`config.mk`:
```
export PLATFORM = sky130hd
export DESIGN_NAME = hazard_ctrl
export DESIGN_NICKNAME = d
export VERILOG_FILES = /design/src/rtl/hazard_ctrl.sv
export SDC_FILE = /design/constraint.sdc
export NUM_CORES = 1
export LEC_CHECK = 0
export ABC_AREA = 0
export CAP_MARGIN = 40
export CORE_ASPECT_RATIO = 0.6
export CORE_MARGIN = 4
export CORE_UTILIZATION = 35
export DETAILED_ROUTE_END_ITERATION = 7
export PLACE_DENSITY_LB_ADDON = 0.05
export SKIP_CTS_REPAIR_TIMING = 1
export SLEW_MARGIN = 15
export SYNTH_ARGS = -nofsm -noshare
export SYNTH_HDL_FRONTEND = slang
export SYNTH_SLANG_ARGS = --single-unit
```
`constraint.sdc`:
```
create_clock -name clk -period 1.9 [get_ports clk]
set_input_delay 0.38 -clock clk [delete_from_list [all_inputs] [get_ports clk]]
set_output_delay 0.38 -clock clk [all_outputs]
set_load 0.02 [all_outputs]
```
`src/rtl/hazard_ctrl.sv`:
```
// Pipeline hazard controller: load-use stall, redirect flush, stall counter.
// Optional multi-cycle mul/div tracking FSM is enabled by defining HAZARD_MULDIV_EN.
module hazard_ctrl #(
  parameter int MD_LAT = 32
) (
  input  logic        clk,
  input  logic        rst,
  input  logic [4:0]  rs_d,
  input  logic [4:0]  rt_d,
  input  logic        use_rs_d,
  input  logic        use_rt_d,
  input  logic        md_use_d,
  input  logic [4:0]  wreg_e,
  input  logic        load_e,
  input  logic        md_start_e,
  input  logic        redirect_e,
  output logic        stall_f,
  output logic        stall_d,
  output logic        flush_d,
  output logic        flush_e,
  output logic        md_busy,
  output logic        md_done,
  output logic [31:0] stall_cnt
);

  logic [4:0]  src [2];
  logic [1:0]  src_use;
  logic [1:0]  src_hit;
  logic        lu;
  logic        mh;
  logic        busy_raw;
  logic        done_raw;
  logic [31:0] stall_cnt_reg;

  assign src[0]  = rs_d;
  assign src[1]  = rt_d;
  assign src_use = {use_rt_d, use_rs_d};

  generate
    for (genvar gi = 0; gi < 2; gi++) begin : g_src
      assign src_hit[gi] = src_use[gi] && (src[gi] == wreg_e);
    end
  endgenerate

  // Register 0 is hardwired to zero, so a load targeting it never creates a hazard.
  assign lu = load_e && (wreg_e != 5'd0) && (|src_hit);

`ifdef HAZARD_MULDIV_EN
  typedef enum logic [1:0] {IDLE, BUSY, DONE} md_state_t;

  md_state_t  state_reg, state_next;
  logic [7:0] cnt_reg, cnt_next;

  always_ff @(posedge clk or posedge rst) begin
    if (rst) begin
      state_reg <= IDLE;
      cnt_reg   <= 8'd0;
    end else begin
      state_reg <= state_next;
      cnt_reg   <= cnt_next;
    end
  end

  always_comb begin
    state_next = state_reg;
    cnt_next   = cnt_reg;
    case (state_reg)
      IDLE: begin
        if (md_start_e) begin
          state_next = BUSY;
          cnt_next   = 8'(MD_LAT - 1);
        end
      end
      BUSY: begin
        // Starts while busy are blocked upstream by the decode stall.
        cnt_next = cnt_reg - 8'd1;
        if (cnt_reg == 8'd1) state_next = DONE;
      end
      DONE: begin
        if (md_start_e) begin
          state_next = BUSY;
          cnt_next   = 8'(MD_LAT - 1);
        end else begin
          state_next = IDLE;
          cnt_next   = 8'd0;
        end
      end
      default: begin
        state_next = IDLE;
        cnt_next   = 8'd0;
      end
    endcase
  end

  assign busy_raw = (state_reg == BUSY);
  assign done_raw = (state_reg == DONE);
  // Result is forwarded in DONE, so only BUSY holds back hi/lo readers.
  assign mh       = md_use_d && busy_raw;
`else
  logic       unused_md;
  logic [7:0] unused_lat;

  assign unused_md  = md_use_d ^ md_start_e;
  assign unused_lat = 8'(MD_LAT);
  assign busy_raw   = 1'b0;
  assign done_raw   = 1'b0;
  assign mh         = 1'b0;
`endif

  always_comb begin
    stall_f = 1'b0;
    stall_d = 1'b0;
    flush_d = 1'b0;
    flush_e = 1'b0;
    if (!rst) begin
      if (redirect_e) begin
        flush_d = 1'b1;
        flush_e = 1'b1;
      end else if (lu || mh) begin
        stall_f = 1'b1;
        stall_d = 1'b1;
        flush_e = 1'b1;
      end
    end
  end

  assign md_busy = !rst && busy_raw;
  assign md_done = !rst && done_raw;

  always_ff @(posedge clk or posedge rst) begin
    if (rst) begin
      stall_cnt_reg <= 32'd0;
    end else if (stall_d) begin
      stall_cnt_reg <= stall_cnt_reg + 32'd1;
    end
  end

  assign stall_cnt = stall_cnt_reg;

endmodule
```
==> reports/summary.txt <==
===============================================================================================
Outcome                                                                            finished with violations
Violated checks                                                                    negative setup slack
Number of fill cells                                                                        481
Required time worst endpoint                                                            1520 ps
First-pass DRT Iterations                                                                     4
Total number of nets in the final design                                                    268
Sequential area share after synthesis                                                    0.4384
Number of enable flip-flop cells after synthesis                                              0
Gr usage total                                                                           0.1608
Met1 routing resource usage after global routing                                         0.2403
Number of warning messages in the yosys log                                                   0
Leakage dissipation                                                                 0.001217 uW
Max-cap violations                                                                            0
CTS tree                                                                                   done
Dpl hpwl                                                                                3488 um
Fraction of final layout cells sized beyond drive strength 1                             0.2204
Setup repair after global routing missed its margin                                        true
GR Layer Usage met2                                                                      0.2199
Final setup margin                                                                    -93.86 ps
Final-report setup violation count                                                            3
Horizontal die dimension                                                               101.3 um
Kind of launch point of the worst setup path                                       primary input
Flip-flop count of the largest register, all copies and words added                          32
Area growth syn-to-layout                                                                47.05%
Area of the mapped netlist                                                           1827 sq um
Remaining design rule violation count                                                         0
Total number of H-tree levels                                                                 2
Die Height                                                                             63.96 um
Remaining number of nets flagged by the antenna check after routing                           0
Number of global-route vias before repair                                                  1580
Leftover overflow at the end of global routing                                                0
Clock input transition at the sequential cells of the worst setup and hold paths          80 ps
Average wire per standard cell                                                         15.52 um
Critical path class                                                                primary input to output pin
Number of standard-cell rows in the floorplan                                                20
Maximum clock frequency                                                               501.5 MHz
Cells after synthesis                                                                       173
Vias per Instance                                                                         5.003
Worst-skew pair later-pin latency                                                        290 ps
Core ar.                                                                             5055 sq um
Arrival time at the worst endpoint                                                      1610 ps
Ys async rst share                                                                        1.000
Wire length of the first global-routing pass                                            8059 um
Final critical path time including I/O delays and setup                                 1994 ps
Yosys cell types                                                                             34
Total number of clock tree sinks                                                             32
Post-route worst hold slack                                                            428.2 ps
Global Route met3 Usage                                                                 0.04471
Effective utilization at floorplan                                                       0.3614
Diode insertion count for antenna repair                                                      0
Area of the die                                                                      6477 sq um
Number of pins with negative max-slew slack in the final report                               0
Number of vias in the routed layout                                                        1556
RePlAce Congestion                                                                       0.7501
Final clock skew                                                                       8.858 ps
Antenna violations before repair                                                              0
Sequential cell area in the final layout                                            800.8 sq um
Count of port buffers added during placement                                                 56
Max Buffers Root-to-Sink                                                                      2
Number of placed I/O pins                                                                    61
Pwr per Cell Area                                                                  571.8 nW/um^2
Inserted Clock Buffers                                                                        5
Global-route layer with the greatest usage                                                 met1
Mean instance size in the synthesized netlist                                       10.56 sq um
Worst-path fanout max                                                                         3
Worst min-delay path category                                                      primary input to async pin
Most instantiated flip-flop cell in the synthesis netlist                               dfrtp_1
Slack of the worst reg-to-reg path                                                       180 ps
Type of destination of the critical path                                             output pin
Finished Core Util                                                                       0.5314
Cell at the root of the clock tree                                                     clkbuf_8
Post-Route WL                                                                           4826 um
Number of hold violations in the final report                                                 0
Worst vdd ir                                                                          0.3737 mV
Number of synthesized register bits                                                          32
Pre-CTS WS                                                                            -885.1 ps
Number of DRC markers in iteration 0                                                         62
Final cycle utilization of the critical path                                              1.049
Area taken by multi-input logic gates                                                1007 sq um
Maximum number of pins on one net before global-route repair                                 33
===============================================================================================
==> power breakdown <==
group	leakage [uW]	switching, uW	internal [uW]
Combinational	0.000716	94.5	91.8
Clock	0.0000552	264	389
Sequential	0.000447	8.35	688
==> worst max-delay path: stages <==
cell     delay (ps)
buf_6           100
or4_4           550
o21a_1          240
a21oi_2         140
nor2_1           50
buf_2           150
==> through the flow <==
| stage | instances | power, uW | setup TNS, ps | area, sq um |
|---|---|---|---|---|
| finish | 311 | 1536 | -161.3 | 2686 |
| global route | 311 | 1610 | -364.0 | 2686 |
| CTS | 310 | 1557 | -7230 | 2668 |
| detailed placement | 302 | 897.5 | -16820 | 2560 |
| global placement | 302 | 894.0 | -15910 | 2560 |
| floorplan | 174 | 799.7 | -45.03 | 1874 |
==> Yosys cell counts (2+ instances only) <==
library cell  number  area (sq um)
nand4_1           16         100.1
and4_1             8         70.07
xnor2_1           36         315.3
xor2_1             5         43.79
buf_6              2         22.52
nor2_1             2         7.510
inv_1              2         7.510
and2_1             2         12.51
nor3_1             5         25.02
nor4b_1            2         17.52
buf_4              5         37.54
nand4b_1           2         17.52
dfrtp_1           32         800.8
nor2b_1            2         12.51
buf_2              3         15.01
nand3_1           12         60.06
nand2_1           13         48.80
nor3b_1            2         15.01
and3_1             7         43.79
==> per-layer routing <==
layer  wire length, um  vias up
li1                  -      752
met1              2488      753
met2              2004       45
met3               270        6
met4                63        0
met5                 0        -
==> cell families (layout without fill, tap and decap cells) <==
logic type      after synthesis  in the layout  share of synthesized area
simple gates                 80             80                     0.2822
xor+xnor                     41             41                     0.1966
flops                        32             32                     0.4384
buf+inv                      13             84                    0.04726
compound gates                4              4                    0.01849
fa+ha+maj                     1              1                   0.006848
other cells                   1              2                   0.002053
mux                           1              1                   0.008217
==> worst paths after layout <==
kind / startpoint / depth (start not counted) / to
max in group asynchronous: rst / 4 / stall_cnt[0]
worst min register to register: stall_cnt[31] / 1 / stall_cnt[31]
worst max-delay path: wreg_e[0] / 6 / flush_e
min in group clk: stall_cnt[31] / 1 / stall_cnt[31]
worst max register to register: stall_cnt[2] / 5 / stall_cnt[29]
worst min-delay path: rst / 4 / stall_cnt[5]
==> area by class of cell <==
type | instances | area share
Clock inverter | 2 | 0.01304
Tap cell | 66 | 0.03074
Multi-Input combinational cell | 129 | 0.3749
Sequential cell | 32 | 0.2981
Inverter | 2 | 0.002795
Clock buffer | 6 | 0.02701
Timing Repair Buffer | 74 | 0.2534
==> layout by cell type, fill, tap and decap left out, types with 2 or more instances in the layout <==
cell / synthesis / final
and2_1: 2 / 2
and3_1: 7 / 7
and4_1: 8 / 7
buf_4: 5 / 18
buf_6: 2 / 4
clkbuf_2: 0 / 8
clkbuf_8: 0 / 5
clkdlybuf4s50_1: 0 / 33
conb_1: 1 / 2
dfrtp_1: 32 / 32
dlymetal6s2s_1: 0 / 10
inv_1: 2 / 2
nand2_1: 13 / 11
nand2_2: 0 / 2
nand3_1: 12 / 12
nand4_1: 16 / 16
nand4b_1: 2 / 2
nor2_1: 2 / 2
nor2b_1: 2 / 2
nor3_1: 5 / 5
nor3b_1: 2 / 2
nor4b_4: 1 / 2
xnor2_1: 36 / 32
xnor2_2: 0 / 4
xor2_1: 5 / 5
(Power assumes the default switching activity.)
